File: src/rtl/ccm_arbiter.sv
// Two-master round-robin arbiter in front of the single-port CCM (1-cycle registered read).
// The owner output is the FSM state view: 0 = IDLE, 1 = OWN0, 2 = OWN1.
module ccm_arbiter #(
  parameter int          MAX_HOLD  = 8,
  parameter logic [31:0] CCM_BASE  = 32'h0000_8000,
  parameter int          CCM_WORDS = 8192
) (
  input  logic        clk,
  input  logic        rstn,
  input  logic        m0_req,
  input  logic [31:0] m0_addr,
  input  logic [3:0]  m0_we,
  input  logic [31:0] m0_wdata,
  output logic        m0_ready,
  output logic        m0_rvalid,
  output logic [31:0] m0_rdata,
  output logic        m0_err,
  input  logic        m1_req,
  input  logic [31:0] m1_addr,
  input  logic [3:0]  m1_we,
  input  logic [31:0] m1_wdata,
  output logic        m1_ready,
  output logic        m1_rvalid,
  output logic [31:0] m1_rdata,
  output logic        m1_err,
  output logic [12:0] ccm_addr,
  output logic [3:0]  ccm_we,
  output logic [31:0] ccm_wdata,
  input  logic [31:0] ccm_rdata,
  output logic [1:0]  owner
);

  typedef enum logic [1:0] {IDLE = 2'd0, OWN0 = 2'd1, OWN1 = 2'd2} state_t;

  localparam logic [32:0] CCM_END  = {1'b0, CCM_BASE} + 33'(4 * CCM_WORDS);
  localparam logic [8:0]  HOLD_LIM = 9'(MAX_HOLD);

  state_t      state, state_nxt, other_state;
  logic        last_served, last_served_nxt;  // 0 = m0, 1 = m1
  logic [7:0]  hold_cnt, hold_cnt_nxt, hold_inc;
  logic        acc0, acc1, acc, own_req, oth_req, sel_win;
  logic [31:0] sel_addr, sel_wdata;
  logic [3:0]  sel_we;
  logic        rsp_valid, rsp_err, rsp_mst;

  function automatic logic in_window(input logic [31:0] a);
    return ({1'b0, a} >= {1'b0, CCM_BASE}) && ({1'b0, a} < CCM_END);
  endfunction

  // Handshake: a master holds req (and its addr/we/wdata) until it sees ready
  // in the same cycle; req && ready is the accept, and only the owner ever gets ready.
  always_comb begin
    acc0      = (state == OWN0) && m0_req;
    acc1      = (state == OWN1) && m1_req;
    acc       = acc0 || acc1;
    sel_addr  = '0;
    sel_we    = '0;
    sel_wdata = '0;
    own_req   = 1'b0;
    oth_req   = 1'b0;
    case (state)
      OWN0: begin
        sel_addr  = m0_addr;
        sel_we    = m0_we;
        sel_wdata = m0_wdata;
        own_req   = m0_req;
        oth_req   = m1_req;
      end
      OWN1: begin
        sel_addr  = m1_addr;
        sel_we    = m1_we;
        sel_wdata = m1_wdata;
        own_req   = m1_req;
        oth_req   = m0_req;
      end
      default: ;
    endcase
    sel_win = in_window(sel_addr);
  end

  assign m0_ready  = acc0;
  assign m1_ready  = acc1;
  assign ccm_addr  = sel_addr[14:2];
  assign ccm_wdata = sel_wdata;
  assign ccm_we    = sel_we & {4{acc && sel_win}};
  assign owner     = 2'(state);

  // hold_cnt only counts accesses that made the other master wait.
  always_comb begin
    state_nxt       = state;
    last_served_nxt = last_served;
    hold_cnt_nxt    = hold_cnt;
    other_state     = (state == OWN0) ? OWN1 : OWN0;
    hold_inc        = (acc && oth_req && hold_cnt != 8'hFF) ? hold_cnt + 8'd1 : hold_cnt;
    if (acc) last_served_nxt = acc1;
    case (state)
      IDLE: begin
        hold_cnt_nxt = '0;
        if (m0_req && m1_req) state_nxt = last_served ? OWN0 : OWN1;
        else if (m0_req)      state_nxt = OWN0;
        else if (m1_req)      state_nxt = OWN1;
      end
      OWN0, OWN1: begin
        if (!own_req) begin
          state_nxt    = oth_req ? other_state : IDLE;
          hold_cnt_nxt = '0;
        end else if (oth_req && ({1'b0, hold_cnt} + {8'd0, acc} >= HOLD_LIM)) begin
          state_nxt    = other_state;
          hold_cnt_nxt = '0;
        end else begin
          hold_cnt_nxt = hold_inc;
        end
      end
      default: begin
        state_nxt    = IDLE;
        hold_cnt_nxt = '0;
      end
    endcase
  end

  always_ff @(posedge clk or negedge rstn) begin
    if (!rstn) begin
      state       <= IDLE;
      last_served <= 1'b1;
      hold_cnt    <= '0;
    end else begin
      state       <= state_nxt;
      last_served <= last_served_nxt;
      hold_cnt    <= hold_cnt_nxt;
    end
  end

  // Responses carry the accepting master so they survive an ownership switch.
  always_ff @(posedge clk or negedge rstn) begin
    if (!rstn) begin
      rsp_valid <= 1'b0;
      rsp_err   <= 1'b0;
      rsp_mst   <= 1'b0;
    end else begin
      rsp_valid <= acc && (sel_we == 4'd0);
      rsp_err   <= acc && !sel_win;
      rsp_mst   <= acc1;
    end
  end

  assign m0_rvalid = rsp_valid && !rsp_mst;
  assign m1_rvalid = rsp_valid && rsp_mst;
  assign m0_err    = rsp_err && !rsp_mst;
  assign m1_err    = rsp_err && rsp_mst;
  assign m0_rdata  = (m0_rvalid && !rsp_err) ? ccm_rdata : '0;
  assign m1_rdata  = (m1_rvalid && !rsp_err) ? ccm_rdata : '0;

endmodule

File: config.mk
export PLATFORM = sky130hd
export DESIGN_NAME = ccm_arbiter
export DESIGN_NICKNAME = d
export VERILOG_FILES = /design/src/rtl/ccm_arbiter.sv
export SDC_FILE = /design/constraint.sdc
export NUM_CORES = 1
export LEC_CHECK = 0
export BUFFER_PORTS_ARGS = -buffer_cell sky130_fd_sc_hd__buf_2
export CORE_AREA = 8 8 108 110
export CTS_BUF_LIST = sky130_fd_sc_hd__clkbuf_16
export DETAILED_ROUTE_END_ITERATION = 8
export DIE_AREA = 0 0 116 118
export HOLD_SLACK_MARGIN = 0.1
export PLACE_DENSITY = 0.7
export SYNTH_ARGS = -nofsm -noshare
export SYNTH_HDL_FRONTEND = slang
export SYNTH_SLANG_ARGS = --single-unit
File: constraint.sdc
create_clock -name clk -period 5.1 [get_ports clk]
set_clock_uncertainty 0.05 [all_clocks]
set_input_delay 0 -clock clk [delete_from_list [all_inputs] [get_ports clk]]
set_output_delay 0 -clock clk [all_outputs]
set_load 0.02 [all_outputs]
# Word-level counts from Yosys, hierarchy flattened
# Index checks and enable logic that the tools add are counted.
# totals
ff_bits	14
input_bits	172
out_inout_bits	121
wordCells	62
# classes
add_sub_neg	2
n_lt_le_gt_ge	3
eq_ne	6
n_mux	20
n_bitwise	1
reduce_logical	24
# op_table
cell	count
$pmux 32 s2	2
$mux 32	2
$ge 32x16->1 const B	1
$lt 32x17->1 const B	1
$mux 8	4
$logic_and 1x1->1	16
$mux 2	8
$add 8x1->9	1
$ge 9x4->1 const B	1
$add 8x1->8 const B	1
$ne 4x4->1 const B	2
$ne 8x8->1 const B	1
$pmux 4 s2	1
$and 4x4->4	1
$logic_not 4->1	1
$pmux 1 s2	2
$pmux 2 s2	1
$logic_not 1->1	3
$ne 3x3->1 const B	1
$eq 2x1->1 const B	1
$eq 2x2->1 const B	1
$logic_not 2->1	1
$reduce_and 2->1	1
$reduce_or 2->1	1
$logic_or 1x1->1	1

# Longest topological paths before layout
# depth
depth_word	9
mapped_depth	10
mapped_depth_nobuf	10

# Least setup slack after synthesis
# Ideal clock, no wire load.
# synth_path
kind	flip-flop to flip-flop
startpoint	register state[1], in the netlist owner[1]
endpoint	register state[0], in the netlist owner[0]
setup_ns	0.128
t_arrival_ns	2.420
t_required_ns	4.922
path_slack_ns	2.502
stages_incl_launch_ff	11
n_path_buf	0
synth_period_minus_slack_ns	2.598
cell_sequence	dfrtp_1 -> inv_1 -> ha_1 -> a22oi_4 -> inv_2 -> ha_1 -> ha_1 -> nand2b_1 -> mux2i_1 -> a31o_1 -> mux2_1
# synth_between
elab_chain_len	8
elab_cells_between_ends	20
cone_classes	add/sub: 1; order compare: 1; eq/ne: 4; mux: 7; reduce/logical: 7
# synth_lines
item	line_no	source
start: declaration	38	state_t state, state_nxt, other_state;
start signal: assignment	127	state <= state_nxt;
$eq 2x1->1 or $eq 2x2->1 (tied branches)	--	
$logic_and 1x1->1, on equally long branches	53, 54	
$logic_or 1x1->1	55	acc = acc0 || acc1;
$add 8x1->9	107	end else if (oth_req && ({1'b0, hold_cnt} + {8'd0, acc} >= HOLD_LIM)) begin
$ge 9x4->1	107	
$logic_and 1x1->1	107	
$ne 3x3->1 (no line)	--	
$reduce_and 2->1 (no line)	--	
# Several ways; a longest one is shown, not always the timed one. The select of a mux whose other input is x is not followed.
# A chain may end at the register's enable or synchronous reset.

# Worst setup path in the final report
# layout_path
startpoint	register state[0], in the netlist owner[0]
endpoint	register rsp_valid
# layout_between
elab_chain_len	4
elab_cells_between_ends	8
cone_classes	eq/ne: 2; mux: 1; reduce/logical: 5
# layout_lines
item	line_no	source
$eq 2x2->1 or $eq 2x1->1 (tied branches)	54, 61, 53	
$pmux 4 s2 (tied with other cells)	61	case (state)
$logic_not 4->1 or $logic_or 1x1->1 (tied branches)	140, 55	
$logic_and 1x1->1 *	140	rsp_valid <= acc && (sel_we == 4'd0);
end signal: assignment	140	
end: declaration	44	logic rsp_valid, rsp_err, rsp_mst;
# Mark *: on every way between the ends. The rest lies on a longest branch, timed or not.

==> key figures <==
Finish
  • Number of antenna repair diodes: 0
  • Finished Cell Area: 3650 um^2
  • Area grow syn2layout: 82.0%
  • Final-stage net count: 696
  • Fillcell total: 1042
  • Proportion of layout cells with a drive suffix above 1: 0.599

Worst setup path
  • Critical Path RT: 5160 ps
  • Startpoint types: register
  • Maximum fanout count along the critical path: 30
  • Crit Path Category: register to register
  • Arrival time of data at the critical path endpoint: 3050 ps
  • Chain of cells forming the critical path: inv_1 -> ha_1 -> and2_2 -> buf_4 -> a22oi_1 -> nand4_1 -> dlygate4sd3_1 -> nor2_1
  • Cell type group with the largest total delay on the critical path: buffers and inverters
  • Crit path capture type: register
  • WP depth: 8
  • R2r worst-path depth: 8
  • Cell type of the slowest stage on the worst timing path: and2_2
  • Max stage delay on crit path: 570 ps
  • Number of buffer and inverter instances along the worst setup path: 3

Global route
  • Antenna violations before repair: 0
  • Pin count of the biggest net entering global routing: 50
  • Leftover overflow at the end of global routing: 0
  • GRT Total Usage: 0.159
  • Global-route wire length before repair: 17.7 mm
  • Number of global-route vias before repair: 3276

Yosys
  • Number of synthesized register bits: 14
  • Number of library cell types mapped by synthesis: 42
  • Yosys warnings: 0
  • Part of the Yosys area used for sequential elements: 0.175
  • Mapped Cells: 236
  • Cell type contributing the most total cell area after synthesis: and2_1
  • Cell types occupying the most area after synthesis: and2_1 (22%), a22o_1 (20%), dfrtp_1 (16%)
  • Share of the synthesized area in the top cell type: 0.221
  • Post-Syn Nets: 415
  • Synthesized area per cell: 8.50 um^2
  • Cell Area, Synth: 2010 um^2

Pwr
  • Total power divided by cell area: 378 nW/um^2
  • Share of total power in combinational logic: 0.779
  • Power share of the sequential group: 0.115
  • Overall power after layout: 1.38 mW
  • Part of the total power dissipated in the clock network: 0.105
  • Cell-internal power: 0.655 mW
  • Sw frac: 0.525
  • Static leakage power: 2.22 nW
  • Switching pwr: 0.725 mW
  • Max VDD drop: 0.166 mV

Place
  • Estimated wirelength of the detail-placed design: 10.2 mm
  • Quantity of I/O buffers inserted on ports: 288
  • Cell area reported after detailed placement: 3520 um^2
  • Final estimated routing congestion in global placement: 0.848
  • Worst setup slack after placement: 2300 ps

Floorplan
  • Placeable core region: 10000 um^2
  • Standard-cell row count: 37
  • Area enclosed by the die boundary: 13700 um^2
  • Vert. Die Dim: 118 um
  • Io pins: 293
  • Initial standard-cell utilization of the core: 0.201
  • Width of the chip: 116 um

Clock tree
  • Insertion delay of the later-clocked pin in the worst-skew pair: 240 ps
  • Clock edge transition at the registers on the reported setup and hold paths: 50 ps
  • Number of buffers created by CTS: 3
  • Clock root cell: clkbuf_16
  • CTS sink cnt: 14
  • Depth of the CTS H-tree: 1
  • CTS tree: yes
  • Number of gates given a new drive strength after cts: 0
  • Maximum clock insertion buffer count: 2

Timing
  • Setup repair after global routing missed its margin: no
  • Sum of negative setup slack: 0 ps
  • Final Critical Period: 3000 ps
  • Setup violation total in the final timing report: 0
  • Setup slack of the critical path after layout: 2100 ps
  • Final-layout worst hold slack: 132 ps
  • Final count of hold timing violations: 0
  • Post-route clock period utilization: 0.587
  • Count of pins over their slew limit: 0
  • Tightest Pin Transition: 1200 ps
  • Max transition margin: 0.195
  • Highest clock frequency the design can meet: 334 MHz

Run status
  • Run status: complete, no violations

Routing
  • Routed wire length: 11.6 mm
  • Detailed-route wire length per cell: 17.8 um
  • Starting DRC count in detailed routing: 96
  • Number of nets with antenna violations after routing: 0
  • Vias/cell: 4.69
  • Routed vias: 3056
  • DRC violation count after routing: 0
  • Total iterations of the first detailed-routing run: 4

Job
  • Reported max-cap violation count: 0

Min path
  • Hold/Removal Path Class: primary input to async pin
through the flow:
stage / std cells / util
6_report: 652 / 0.365
5_1_grt: 652 / 0.365
4_1_cts: 652 / 0.365
3_5_place_dp: 643 / 0.352
3_3_place_gp: 643 / 0.352
2_1_floorplan: 236 / -
registers in the layout, indices dropped and copies added (netlist names):
name and count:
hold_cnt 8, owner 2, last_served 1, rsp_err 1, rsp_mst 1, rsp_valid 1
kinds of logic after synthesis:
group           Yosys count  share of synthesized area
compound gates           69                      0.319
xor+xnor                  3                     0.0131
fa+ha+maj                 7                     0.0436
buf+inv                  25                     0.0692
flops                    14                      0.175
mux                       4                     0.0212
simple gates            114                      0.358
worst reg2reg max path: cells and delay by family, from the launching register on:
kind,cells,cell delay [ps]
adders and majority gates,1,450
DFF,1,410
and+or+nand+nor,3,740
buffers and inverters,3,1070
AOI/OAI and AO/OA,1,160
cell usage in the layout, fill, tap and decap left out, types with 2 or more instances in the layout:
| cell | count |
|---|---|
| a22oi_1 | 3 |
| dfrtp_1 | 13 |
| nand2_1 | 3 |
| nand3_1 | 2 |
| xor2_1 | 3 |
| nor4_1 | 4 |
| clkbuf_16 | 3 |
| nor4_2 | 5 |
| and2_2 | 2 |
| nand2b_1 | 3 |
| nor3_1 | 13 |
| nor2_1 | 2 |
| mux2_1 | 2 |
| o2111ai_1 | 2 |
| a22o_1 | 45 |
| nand4_1 | 3 |
| ha_1 | 7 |
| buf_2 | 288 |
| a31oi_1 | 2 |
| buf_4 | 2 |
| nor2b_1 | 3 |
| dlygate4sd3_1 | 5 |
| a22oi_4 | 3 |
| and2_1 | 69 |
| and3_1 | 2 |
| inv_1 | 5 |
| mux2i_1 | 2 |
| a41oi_1 | 4 |
synthesized netlist by cell type (all sizes together):
library cell / instances
a21oi: 1
nor3b: 1
and2: 71
clkbuf: 12
a21o: 1
nor2: 2
a31oi: 2
dfrtp: 13
nand2b: 3
a2111o: 1
inv: 6
nor2b: 3
nand2: 3
o211ai: 1
a21boi: 1
and3: 2
mux2: 2
xor2: 3
and4: 1
a31o: 1
nor4: 9
nand3: 2
a41oi: 4
o2111ai: 2
mux2i: 2
buf: 7
nor3: 13
ha: 7
o32ai: 1
a22oi: 7
o21ai: 1
nand4: 3
a22o: 46
and3b: 1
dfstp: 1
power groups by stage:
| stage | Clock, mW | Combinational, mW | Sequential (mW) |
|---|---|---|---|
| 6_report | 0.145 | 1.08 | 0.159 |
| 5_1_grt | 0.153 | 1.15 | 0.162 |
| 4_1_cts | 0.147 | 1.08 | 0.159 |
| 3_5_place_dp | 0 | 1.06 | 0.160 |
| 3_3_place_gp | 0 | 1.04 | 0.158 |
| 2_1_floorplan | 0 | 0.732 | 0.159 |
cell type report:
class | instances | area (um^2) | share of cell area
inverter | 6 | 22.5 | 0.00616
timing repair buffer | 295 | 1510 | 0.412
tap | 136 | 170 | 0.0466
multi-input combinational | 197 | 1520 | 0.417
sequential | 14 | 352 | 0.0962
clock inverter | 1 | 3.75 | 0.00103
clock buffer | 3 | 75.1 | 0.0205
worst paths after layout:
path                                from           end  slack [ps]
hold / removal                      rstn      owner[0]         130
hold reg to reg              last_served   last_served         490
setup reg to reg                owner[0]     rsp_valid        2100
min in group clk           ccm_rdata[14]  m0_rdata[14]         280
max in group asynchronous           rstn   last_served        4580
setup / recovery                owner[0]     rsp_valid        2100
timing repair:
| action | CTS | global route |
|---|---|---|
| hold buffers | 5 | 0 |
| endpoints found under the hold margin | 17 | 0 |
| setup buffers | 0 | 0 |
layer usage:
metal / routed length (um) / share of wire / track usage
met1: 4100 / 0.35 / 0.165
met2: 6060 / 0.52 / 0.308
met3: 1340 / 0.12 / 0.0400
met4: 99 / 0.0085 / 0.0260
met5: 0 / 0 / 0
(Power assumes the default switching activity.)
